## config.mk

```make
export PLATFORM = sky130hd
export DESIGN_NAME = ecg_beat_synth_flat
export DESIGN_NICKNAME = d
export VERILOG_FILES = /design/src/rtl/ecg_beat_synth_if.sv /design/src/rtl/ecg_beat_synth.sv /design/src/flat_wrapper.sv
export SDC_FILE = /design/constraint.sdc
export NUM_CORES = 1
export LEC_CHECK = 0
export BUFFER_PORTS_ARGS = -buffer_cell sky130_fd_sc_hd__clkbuf_2
export CORE_AREA = 2 2 172 174
export DETAILED_ROUTE_END_ITERATION = 8
export DIE_AREA = 0 0 174 176
export GPL_TIMING_DRIVEN = 0
export PLACE_DENSITY = 0.39
export SLEW_MARGIN = 20
export SYNTH_ARGS = -nofsm -noshare
export SYNTH_HDL_FRONTEND = slang
export SYNTH_SLANG_ARGS = --single-unit
export TNS_END_PERCENT = 20
```

## constraint.sdc

```tcl
create_clock -name clk -period 6.4 [get_ports clk]
set_input_delay 1.6 -clock clk [delete_from_list [all_inputs] [get_ports clk]]
set_output_delay 1.6 -clock clk [all_outputs]
set_load 0.05 [all_outputs]
```

## src/rtl/ecg_beat_synth_if.sv

```systemverilog
// Sample-stream bundle for ecg_beat_synth.
// The master drives the run controls, the strobe and the beat configuration.
// The slave (the synthesizer) returns the sample, its valid and R-peak flags,
// the completed-beat count and the configuration error flag.
//   en        : run enable, looked at only on beat boundaries
//   sample_en : one output sample per strobe
//   rr_int    : beat period in samples
//   qrs_w     : QRS width in samples
//   d_out     : current ECG sample
//   d_valid   : one-cycle pulse, d_out updated
//   r_mark    : high with d_valid on the R-peak sample
//   beat_cnt  : completed-beat count
//   cfg_err   : last configuration check failed
interface ecg_beat_synth_if #(
  parameter int unsigned RR_W = 16
) ();
  logic            en;
  logic            sample_en;
  logic [RR_W-1:0] rr_int;
  logic [7:0]      qrs_w;
  logic [7:0]      d_out;
  logic            d_valid;
  logic            r_mark;
  logic [15:0]     beat_cnt;
  logic            cfg_err;

  modport master (
    output en, sample_en, rr_int, qrs_w,
    input  d_out, d_valid, r_mark, beat_cnt, cfg_err
  );

  modport slave (
    input  en, sample_en, rr_int, qrs_w,
    output d_out, d_valid, r_mark, beat_cnt, cfg_err
  );
endinterface

```

## src/rtl/ecg_beat_synth.sv

```systemverilog
// Synthetic ECG sample source: piecewise-linear QRS complexes on a flat baseline.
// One sample is produced per sample_en strobe, registered (latency 1).
// A beat of rr_int samples is Q (L), R_UP (L), R_DN (L), S (qrs_w-3L), BASE (rest),
// with L = qrs_w >> 2. Config is checked and latched only at beat boundaries.
// Ports:
//   clk : system clock
//   rst : asynchronous active-high reset
//   bus : ecg_beat_synth_if slave (controls/config in, sample stream out)
module ecg_beat_synth #(
  parameter logic [7:0]  BASELINE = 8'd64,
  parameter logic [7:0]  Q_STEP   = 8'd4,
  parameter logic [7:0]  R_STEP   = 8'd32,
  parameter logic [7:0]  S_STEP   = 8'd8,
  parameter int unsigned RR_W     = 16
) (
  input logic               clk,
  input logic               rst,
  ecg_beat_synth_if.slave   bus
);

  typedef enum logic [0:0] {StIdle, StBeat} state_e;

  state_e          state_q, state_d;
  logic [RR_W-1:0] idx_q, idx_d;    // index of the next sample within the beat
  logic [RR_W-1:0] rr_q, rr_d;
  logic [7:0]      qrs_q, qrs_d;
  logic [5:0]      l_q, l_d;
  logic [7:0]      d_out_q, d_out_d;
  logic            d_valid_q, d_valid_d;
  logic            r_mark_q, r_mark_d;
  logic [15:0]     beat_cnt_q, beat_cnt_d;
  logic            cfg_err_q, cfg_err_d;

  logic            cfg_ok;
  logic            start;
  logic [RR_W-1:0] cur_idx, cur_rr, cur_qrs, l_ext;
  logic [5:0]      cur_l;
  logic [7:0]      s_val;

  function automatic logic [7:0] sat_sub(input logic [7:0] a, input logic [7:0] b);
    logic [8:0] t;
    t = {1'b0, a} - {1'b0, b};
    return t[8] ? 8'd0 : t[7:0];
  endfunction

  function automatic logic [7:0] sat_add(input logic [7:0] a, input logic [7:0] b);
    logic [8:0] t;
    t = {1'b0, a} + {1'b0, b};
    return t[8] ? 8'hff : t[7:0];
  endfunction

  assign cfg_ok = (bus.qrs_w >= 8'd4) && (RR_W'(bus.qrs_w) < bus.rr_int);

  always_comb begin
    state_d    = state_q;
    idx_d      = idx_q;
    rr_d       = rr_q;
    qrs_d      = qrs_q;
    l_d        = l_q;
    d_out_d    = d_out_q;
    d_valid_d  = 1'b0;
    r_mark_d   = 1'b0;
    beat_cnt_d = beat_cnt_q;
    cfg_err_d  = cfg_err_q;
    start      = 1'b0;
    s_val      = 8'd0;

    if (bus.sample_en && (state_q == StIdle) && bus.en) begin
      if (cfg_ok) begin
        start     = 1'b1;
        cfg_err_d = 1'b0;
      end else begin
        cfg_err_d = 1'b1;
      end
    end

    // A starting beat uses the live config, and this very sample is index 0.
    cur_idx = start ? '0 : idx_q;
    cur_rr  = start ? bus.rr_int : rr_q;
    cur_qrs = start ? RR_W'(bus.qrs_w) : RR_W'(qrs_q);
    cur_l   = start ? bus.qrs_w[7:2] : l_q;
    l_ext   = RR_W'(cur_l);

    if (bus.sample_en) begin
      d_valid_d = 1'b1;
      if ((state_q == StIdle) && !start) begin
        d_out_d = BASELINE;
      end else begin
        if (start) begin
          rr_d  = bus.rr_int;
          qrs_d = bus.qrs_w;
          l_d   = bus.qrs_w[7:2];
        end

        if (cur_idx < l_ext) begin
          d_out_d = sat_sub(d_out_q, Q_STEP);
        end else if (cur_idx < (l_ext << 1)) begin
          d_out_d  = sat_add(d_out_q, R_STEP);
          r_mark_d = (cur_idx == (l_ext << 1) - RR_W'(1));
        end else if (cur_idx < (l_ext + (l_ext << 1))) begin
          d_out_d = sat_sub(d_out_q, R_STEP);
        end else if (cur_idx < cur_qrs) begin
          s_val   = sat_add(d_out_q, S_STEP);
          d_out_d = (s_val > BASELINE) ? BASELINE : s_val;
          // The S tail always lands exactly on the baseline.
          if (cur_idx == cur_qrs - RR_W'(1)) d_out_d = BASELINE;
        end else begin
          d_out_d = BASELINE;
        end

        if (cur_idx == cur_rr - RR_W'(1)) begin
          beat_cnt_d = beat_cnt_q + 16'd1;
          idx_d      = '0;
          if (bus.en && cfg_ok) begin
            rr_d      = bus.rr_int;
            qrs_d     = bus.qrs_w;
            l_d       = bus.qrs_w[7:2];
            cfg_err_d = 1'b0;
            state_d   = StBeat;
          end else begin
            if (bus.en) cfg_err_d = 1'b1;
            state_d = StIdle;
          end
        end else begin
          idx_d   = cur_idx + RR_W'(1);
          state_d = StBeat;
        end
      end
    end
  end

  always_ff @(posedge clk or posedge rst) begin
    if (rst) begin
      state_q    <= StIdle;
      idx_q      <= '0;
      rr_q       <= '0;
      qrs_q      <= '0;
      l_q        <= '0;
      d_out_q    <= BASELINE;
      d_valid_q  <= 1'b0;
      r_mark_q   <= 1'b0;
      beat_cnt_q <= '0;
      cfg_err_q  <= 1'b0;
    end else begin
      state_q    <= state_d;
      idx_q      <= idx_d;
      rr_q       <= rr_d;
      qrs_q      <= qrs_d;
      l_q        <= l_d;
      d_out_q    <= d_out_d;
      d_valid_q  <= d_valid_d;
      r_mark_q   <= r_mark_d;
      beat_cnt_q <= beat_cnt_d;
      cfg_err_q  <= cfg_err_d;
    end
  end

  assign bus.d_out    = d_out_q;
  assign bus.d_valid  = d_valid_q;
  assign bus.r_mark   = r_mark_q;
  assign bus.beat_cnt = beat_cnt_q;
  assign bus.cfg_err  = cfg_err_q;

endmodule
```

## src/flat_wrapper.sv

```systemverilog
// flat-port wrapper written by rule: the top's interface ports become plain ports
module ecg_beat_synth_flat 
#(
  parameter logic [7:0]  BASELINE = 8'd64,
  parameter logic [7:0]  Q_STEP   = 8'd4,
  parameter logic [7:0]  R_STEP   = 8'd32,
  parameter logic [7:0]  S_STEP   = 8'd8,
  parameter int unsigned RR_W     = 16
)
  (clk, rst, bus_en, bus_sample_en, bus_rr_int, bus_qrs_w, bus_d_out, bus_d_valid, bus_r_mark, bus_beat_cnt, bus_cfg_err);
  ecg_beat_synth_if #(.RR_W(RR_W)) bus_i ();
  input logic clk;
  input logic rst;
  input wire logic [$bits(bus_i.en)-1:0] bus_en;
  input wire logic [$bits(bus_i.sample_en)-1:0] bus_sample_en;
  input wire logic [$bits(bus_i.rr_int)-1:0] bus_rr_int;
  input wire logic [$bits(bus_i.qrs_w)-1:0] bus_qrs_w;
  output wire logic [$bits(bus_i.d_out)-1:0] bus_d_out;
  output wire logic [$bits(bus_i.d_valid)-1:0] bus_d_valid;
  output wire logic [$bits(bus_i.r_mark)-1:0] bus_r_mark;
  output wire logic [$bits(bus_i.beat_cnt)-1:0] bus_beat_cnt;
  output wire logic [$bits(bus_i.cfg_err)-1:0] bus_cfg_err;
  assign bus_i.en = bus_en;
  assign bus_i.sample_en = bus_sample_en;
  assign bus_i.rr_int = bus_rr_int;
  assign bus_i.qrs_w = bus_qrs_w;
  assign bus_d_out = bus_i.d_out;
  assign bus_d_valid = bus_i.d_valid;
  assign bus_r_mark = bus_i.r_mark;
  assign bus_beat_cnt = bus_i.beat_cnt;
  assign bus_cfg_err = bus_i.cfg_err;
  ecg_beat_synth #(.BASELINE(BASELINE), .Q_STEP(Q_STEP), .R_STEP(R_STEP), .S_STEP(S_STEP), .RR_W(RR_W)) u_core (.clk(clk), .rst(rst), .bus(bus_i));
endmodule
```

# Yosys cells after proc, flatten, opt, wreduce, memory -nomap -nowiden
# Index checks and enable logic that the tools add are counted.
# word_totals
register_bits,74
latch_bits,0
mem_bits_rw,0
rom_bits,0
in_bits,28
out_inout_bits,27
wordCells,79
memories,0
# op_classes
addsub,10
mul,0
div_mod_pow,0
order_cmp,7
eq_ne,3
shift,0
n_mux,39
n_bitwise,2
n_reduce_logical,8
# ops
operator,n
8-bit 2-to-1 mux,15
16-bit 2-to-1 mux,5
16-bit == test,3
16-bit by 1-bit adder with 16-bit output (second input constant),2
16-bit less-than comparator,2
16-bit by 1-bit subtractor with 16-bit output (second input constant),2
6-bit 2-to-1 mux,3
16-bit by 6-bit less-than comparator with 1-bit output,1
16-bit by 7-bit less-than comparator with 1-bit output,1
8-bit by 16-bit less-than comparator with 1-bit output,1
1-bit 2-to-1 mux,16
8-bit by 4-bit adder with 9-bit output (second input constant),1
8-bit by 6-bit adder with 9-bit output (second input constant),1
8-bit by 3-bit subtractor with 9-bit output (second input constant),1
8-bit by 6-bit subtractor with 9-bit output (second input constant),1
6-bit by 7-bit adder with 8-bit output,1
8-bit by 3-bit >= comparator with 1-bit output (second input constant),1
8-bit by 7-bit > comparator with 1-bit output (second input constant),1
7-bit by 1-bit subtractor with 8-bit output (second input constant),1
1-bit logical AND,5
3-bit AND reduction,1
1-bit inverter,2
2-bit AND reduction,1
1-bit logical NOT,1

# Logic depth before layout (Yosys ltp)
# logic_depth
ltp_word,13
mapped_depth,28
depth_no_buf,27

# Least setup slack after synthesis
# No wires, ideal clock.
# synth_timing
kind,input port to flip-flop
start,input bus_rr_int[3]
end,register u_core.qrs_q[0]
setup_time_ns,0.125
t_arrival_ns,6.746
required_ns,6.275
setup_slack_ns,-0.471
cell_stages,23
path_buffers,6
path_cell_list,inv_1 > ha_1 > o21a_1 > nor2_1 > or4_1 > nand3_1 > buf_2 > buf_4 > clkbuf_1 > clkbuf_1 > mux2i_1 > ha_1 > and2_1 > clkbuf_1 > or3b_2 > mux2_2 > o32ai_1 > a21o_1 > and4_1 > nand4_1 > a21o_1 > buf_6 > mux2_4
# synth_via
elab_chain_len,8
elab_cells_between_ends,16
cone_classes,1 x add/sub; 1 x order compare; 1 x eq/ne; 7 x mux; 1 x bitwise; 5 x reduce/logical
# synth_rtl
element,line,rtl
"start, declared",flat_wrapper.sv:16,input wire logic [$bits(bus_i.rr_int)-1:0] bus_rr_int;
8-bit by 16-bit less-than comparator with 1-bit output,ecg_beat_synth.sv:52,assign cfg_ok = (bus.qrs_w >= 8'd4) && (RR_W'(bus.qrs_w) < bus.rr_int);
1-bit logical AND,ecg_beat_synth.sv:52,
1-bit 2-to-1 mux,ecg_beat_synth.sv:69,if (cfg_ok) begin
1-bit 2-to-1 mux,ecg_beat_synth.sv:68,if (bus.sample_en && (state_q == StIdle) && bus.en) begin
16-bit 2-to-1 mux / 1-bit logical NOT (equally long branches),"ecg_beat_synth.sv:79, ecg_beat_synth.sv:86",
16-bit by 1-bit subtractor with 16-bit output / 1-bit logical AND (equally long branches),"ecg_beat_synth.sv:111, ecg_beat_synth.sv:86",
16-bit == test / 1-bit inverter (equally long branches),n/a,
8-bit 2-to-1 mux / 2-bit AND reduction (equally long branches),n/a,
"end signal, assigned",ecg_beat_synth.sv:148,qrs_q <= qrs_d;
"end, declared",ecg_beat_synth.sv:26,"logic [7:0] qrs_q, qrs_d;"
# Several ways; a longest one is shown, not always the timed one.
# A chain may end at the register's enable or synchronous reset.

# Final worst setup path
# layout_timing
start,input bus_rr_int[1]
end,register u_core.rr_q[1]
# layout_via
elab_chain_len,8
elab_cells_between_ends,15
cone_classes,1 x add/sub; 1 x order compare; 1 x eq/ne; 6 x mux; 1 x bitwise; 5 x reduce/logical
# layout_rtl
element,line,rtl
8-bit by 16-bit less-than comparator with 1-bit output,ecg_beat_synth.sv:52,
1-bit logical AND,ecg_beat_synth.sv:52,
1-bit 2-to-1 mux,ecg_beat_synth.sv:69,
1-bit 2-to-1 mux,ecg_beat_synth.sv:68,
16-bit 2-to-1 mux / 1-bit logical NOT (equally long branches),"ecg_beat_synth.sv:79, ecg_beat_synth.sv:89, ecg_beat_synth.sv:86",
16-bit by 1-bit subtractor with 16-bit output / 1-bit logical AND (equally long branches),"ecg_beat_synth.sv:111, ecg_beat_synth.sv:86",
16-bit == test / 1-bit inverter (equally long branches),n/a,
16-bit 2-to-1 mux / 2-bit AND reduction (equally long branches),n/a,
"end signal, assigned",ecg_beat_synth.sv:147,rr_q <= rr_d;
"end, declared",ecg_beat_synth.sv:25,"logic [RR_W-1:0] rr_q, rr_d;"
# Several ways; a longest one is shown, not always the timed one.

==> summary.md <==
| Metric | Value |
|---|---|
| Status | `complete, no violations` |
| Internal | `roughly 2100 µW` |
| Worst Setup End Kind | `register` |
| Flop pwr share | `just over 20%` |
| Rows | `between 60 and 70` |
| Adder-Cell Fraction of Synth Area | `under 10%` |
| Layout Cells excl Fill | `1277` |
| Port bufs | `54` |
| Req. time, crit path | `6630 ps` |
| Netlist cell types | `74` |
| Routed WL per cell | `~20 µm` |
| CTS tree | `done` |
| Logic pwr share | `between 60 and 70%` |
| Final setup fails | `0` |
| Post-DRT Antenna Nets | `0` |
| Largest family of logic cells by synthesized area | `simple AND/OR/NAND/NOR gates` |
| Starting density of the core | `between 20% and 30%` |
| Hold Startpoint | `u_core.bus.beat_cnt[15]$_DFFE_PP0P_` |
| Sw Share | `48.9%` |
| Final hold vios | `0` |
| DP HPWL | `about 19000 µm` |
| GRT Util Overall | `16.5%` |
| Complex-gate fraction of the synthesized area | `between 15 and 20%` |
| GP Congestion | `~0.85` |
| Synthesized Nets | `just under 900` |
| Mean Syn Cell Area | `approximately 8.5 µm²` |
| CTS Buf Count | `9` |
| Mux share of post-synthesis cell area | `under 10%` |
| Fin area | `approximately 8600 µm²` |
| Post-layout nets | `964` |
| ANT cells | `0` |
| DIE AREA | `slightly above 30000 µm²` |
| Min Tclk post-route | `approximately 6200 ps` |
| RR Startpoint | `u_core.state_q$_DFFE_PP0P_` |
| Net Sw Power | `~2000 µW` |
| Sink Count | `between 70 and 80` |
| Max Cap Viol | `0` |
| CP Launch Type | `input pin` |
| Layout cell share with drive strength beyond 1 | `24.0%` |
| Avg Vias per Cell | `~5` |
| Cell leakage power | `0.00387 µW` |
| Synth Area in Simple Gates | `24.0%` |
| Dpl cell area | `around 7600 µm²` |
| Vias in the first global route | `about 6500` |
| Fraction of registers with async set/reset | `100%` |
| Synth warn | `0` |
| Slew HR | `33.5%` |
| WHS | `around 460 ps` |
| Post-synth EDFFs | `0` |
| Post-Route WL | `25100 µm` |
| Reg-to-reg slack, setup | `roughly 1400 ps` |
| Antenna violations before repair | `0` |
| Setup CP Type | `in -> reg` |
| Clock slew at reported path FFs | `70 ps` |
| Sequential share of the synthesized area | `27.4%` |
| Clock share of power | `between 10% and 20%` |
| XOR/XNOR share of the synthesized area | `7.24%` |
| Slew Viols, Final | `0` |
| CTS max path bufs | `2` |
| Synth Register Bits | `74` |
| Largest net degree at the start of global routing | `between 40 and 50` |
| Initial DRT Pass Iterations | `5` |
| CTS Root Cell | `clkbuf_16` |
| Clk_lat worst skew | `roughly 360 ps` |
| Crit path from | `bus_rr_int[1]` |
| Peak supply drop | `around 0.00014 V` |
| Die Height | `between 150 and 200 µm` |
| Fmax | `about 160 MHz` |
| Skew final | `about 9.2 ps` |
| Post-synth top flop | `dfrtp_1` |
| Pre-CTS WS | `-1480 ps` |
| Total gr overflow | `0` |
| Area Overhead vs Synth | `27.3%` |
| Final Cycle Share | `between 90% and 100%` |
| Die W | `~170 µm` |
| Synth Cell Area | `around 6800 µm²` |
| Initial DRC Count | `around 390` |
| Core area | `28500 µm²` |
| Dpl cells | `around 1200` |
| Crit-path max FO | `10` |
| P per Cell Area | `475 nW/µm²` |
| Slew @ Worst Pin | `about 990 ps` |
| Worst Path Arrival | `around 6500 ps` |
| Hold Path Class | `reg -> reg` |
| Final setup margin | `159 ps` |
| First-pass GRT wire length | `slightly below 40000 µm` |
| Setup TNS | `0 ps` |
| Top Ports | `between 50 and 60` |
| Syn Inst Count | `~800` |
| DRC Markers | `0` |
| Via Count | `between 6000 and 7000` |
| # H-tree levels | `3` |
==> logic make-up (layout without fill, tap and decap cells) <==
| kind of cell | count (synthesis) | after routing |
|---|---|---|
| adder cells (fa/ha/maj) | 50 | 50 |
| AO/OA/AOI/OAI | 171 | 171 |
| XOR/XNOR | 56 | 56 |
| buffers and inverters | 81 | 178 |
| flip-flops | 74 | 74 |
| multiplexers | 50 | 50 |
| AND/OR/NAND/NOR | 314 | 314 |
==> power groups by stage <==
| stage | Clock (µW) | Combinational (µW) | Sequential (µW) |
|---|---|---|---|
| after floorplan | 0 | 1700 | 835 |
| final | 548 | 2710 | 829 |
| after global placement | 0 | 2350 | 829 |
| after global routing | 583 | 2990 | 852 |
| after CTS | 567 | 2500 | 820 |
| after detailed placement | 0 | 2350 | 827 |
==> layout make-up <==
cell class              instances  area [µm²]
clock inverters                 7        81.3
fillers                      3095       19900
plain buffers                  43         332
repair buffers                 82         532
inverters                      37         151
clock buffers                   9         225
flip-flops and latches         74        1850
multi-input cells             641        4970
well taps                     384         480
==> through the flow <==
| stage | utilization, % | power, µW |
|---|---|---|
| 6_report | 30.2 | 4090 |
| 5_1_grt | 30.2 | 4420 |
| 4_1_cts | 28.8 | 3880 |
| 3_5_place_dp | 26.6 | 3170 |
| 3_3_place_gp | 26.5 | 3180 |
| 2_1_floorplan | - | 2530 |
==> cell usage in the layout (no fill, tap or decap), drive strengths merged, types with 9 or more instances in the layout <==
cell,instances
nand2,74
dfrtp,73
mux2,35
a211oi,9
buf,44
mux2i,15
xnor2,24
nor3,37
and2,12
nor4,16
a21oi,32
a31oi,25
nor2,56
nand4,13
ha,48
o21ai,25
inv,41
and3,16
clkbuf,90
nand3,36
xor2,32
==> timing repair <==
action	in CTS	in global routing
pin swaps	16	26
buffers inserted	8	18
cloned	0	1
hold buffers	0	0
setup endpoints to repair	73	69
resized for setup	64	59
==> Yosys cell counts, drive strengths merged, types with 8 or more instances <==
cell,instances,area share [%]
o21ai,25,1.8
nor4,16,1.5
a211oi,9,1.0
o21a,8,0.89
nor3,37,2.7
and2,12,1.1
ha,48,8.9
mux2,35,7.4
xor2,32,4.1
clkbuf,37,2.1
mux2i,15,2.2
and3,16,1.5
a31oi,25,2.3
nand3,36,2.7
nor2,56,3.1
nand4,13,1.3
o31ai,8,0.89
inv,36,2.0
a21oi,32,2.4
dfrtp,73,27
xnor2,24,3.1
nand2,74,4.1
==> state kept, by name, indices dropped and copies added, names as in the netlist <==
register,cells
u_core.bus.r_mark,1
u_core.state_q,1
u_core.rr_q,16
u_core.bus.d_valid,1
u_core.l_q,6
u_core.bus.d_out,8
u_core.bus.beat_cnt,16
u_core.bus.cfg_err,1
u_core.idx_q,16
u_core.qrs_q,8
==> critical path: stages <==
cell and delay (ps):
buf_4 110, inv_1 70, ha_4 270, a2111oi_4 50
buf_4 160, or4_4 590, nand3_4 120, buf_12 130
buf_12 140, buf_12 140, clkbuf_16 170, mux2i_2 210
ha_2 200, and2_1 130, buf_6 130, or3b_2 440
mux2_2 290, o32ai_2 100, a21o_1 170, and4_4 260
nand4_1 170, a21o_4 310, buf_8 160, mux2_4 300
==> worst paths after layout <==
| check | end | cells after the start |
|---|---|---|
| max | u_core.rr_q[1]$_DFFE_PP0P_ | 24 |
| min | u_core.bus.beat_cnt[15]$_DFFE_PP0P_ | 1 |
| max reg2reg | u_core.bus.d_out[3]$_DFFE_PP0P_ | 21 |
| min reg2reg | u_core.bus.beat_cnt[15]$_DFFE_PP0P_ | 1 |
| max in group asynchronous | u_core.rr_q[8]$_DFFE_PP0P_ | 3 |
| min in group asynchronous | u_core.bus.d_out[3]$_DFFE_PP0P_ | 2 |
==> per-layer routing <==
metal,vias up,track usage [%],wire [µm]
met5,-,0,0
met4,0,4.20,415
met3,26,2.50,1040
met2,177,26.2,11200
met1,3227,23.5,12400
li1,3140,-,-
No activity file was read; power rests on OpenSTA's default activity.
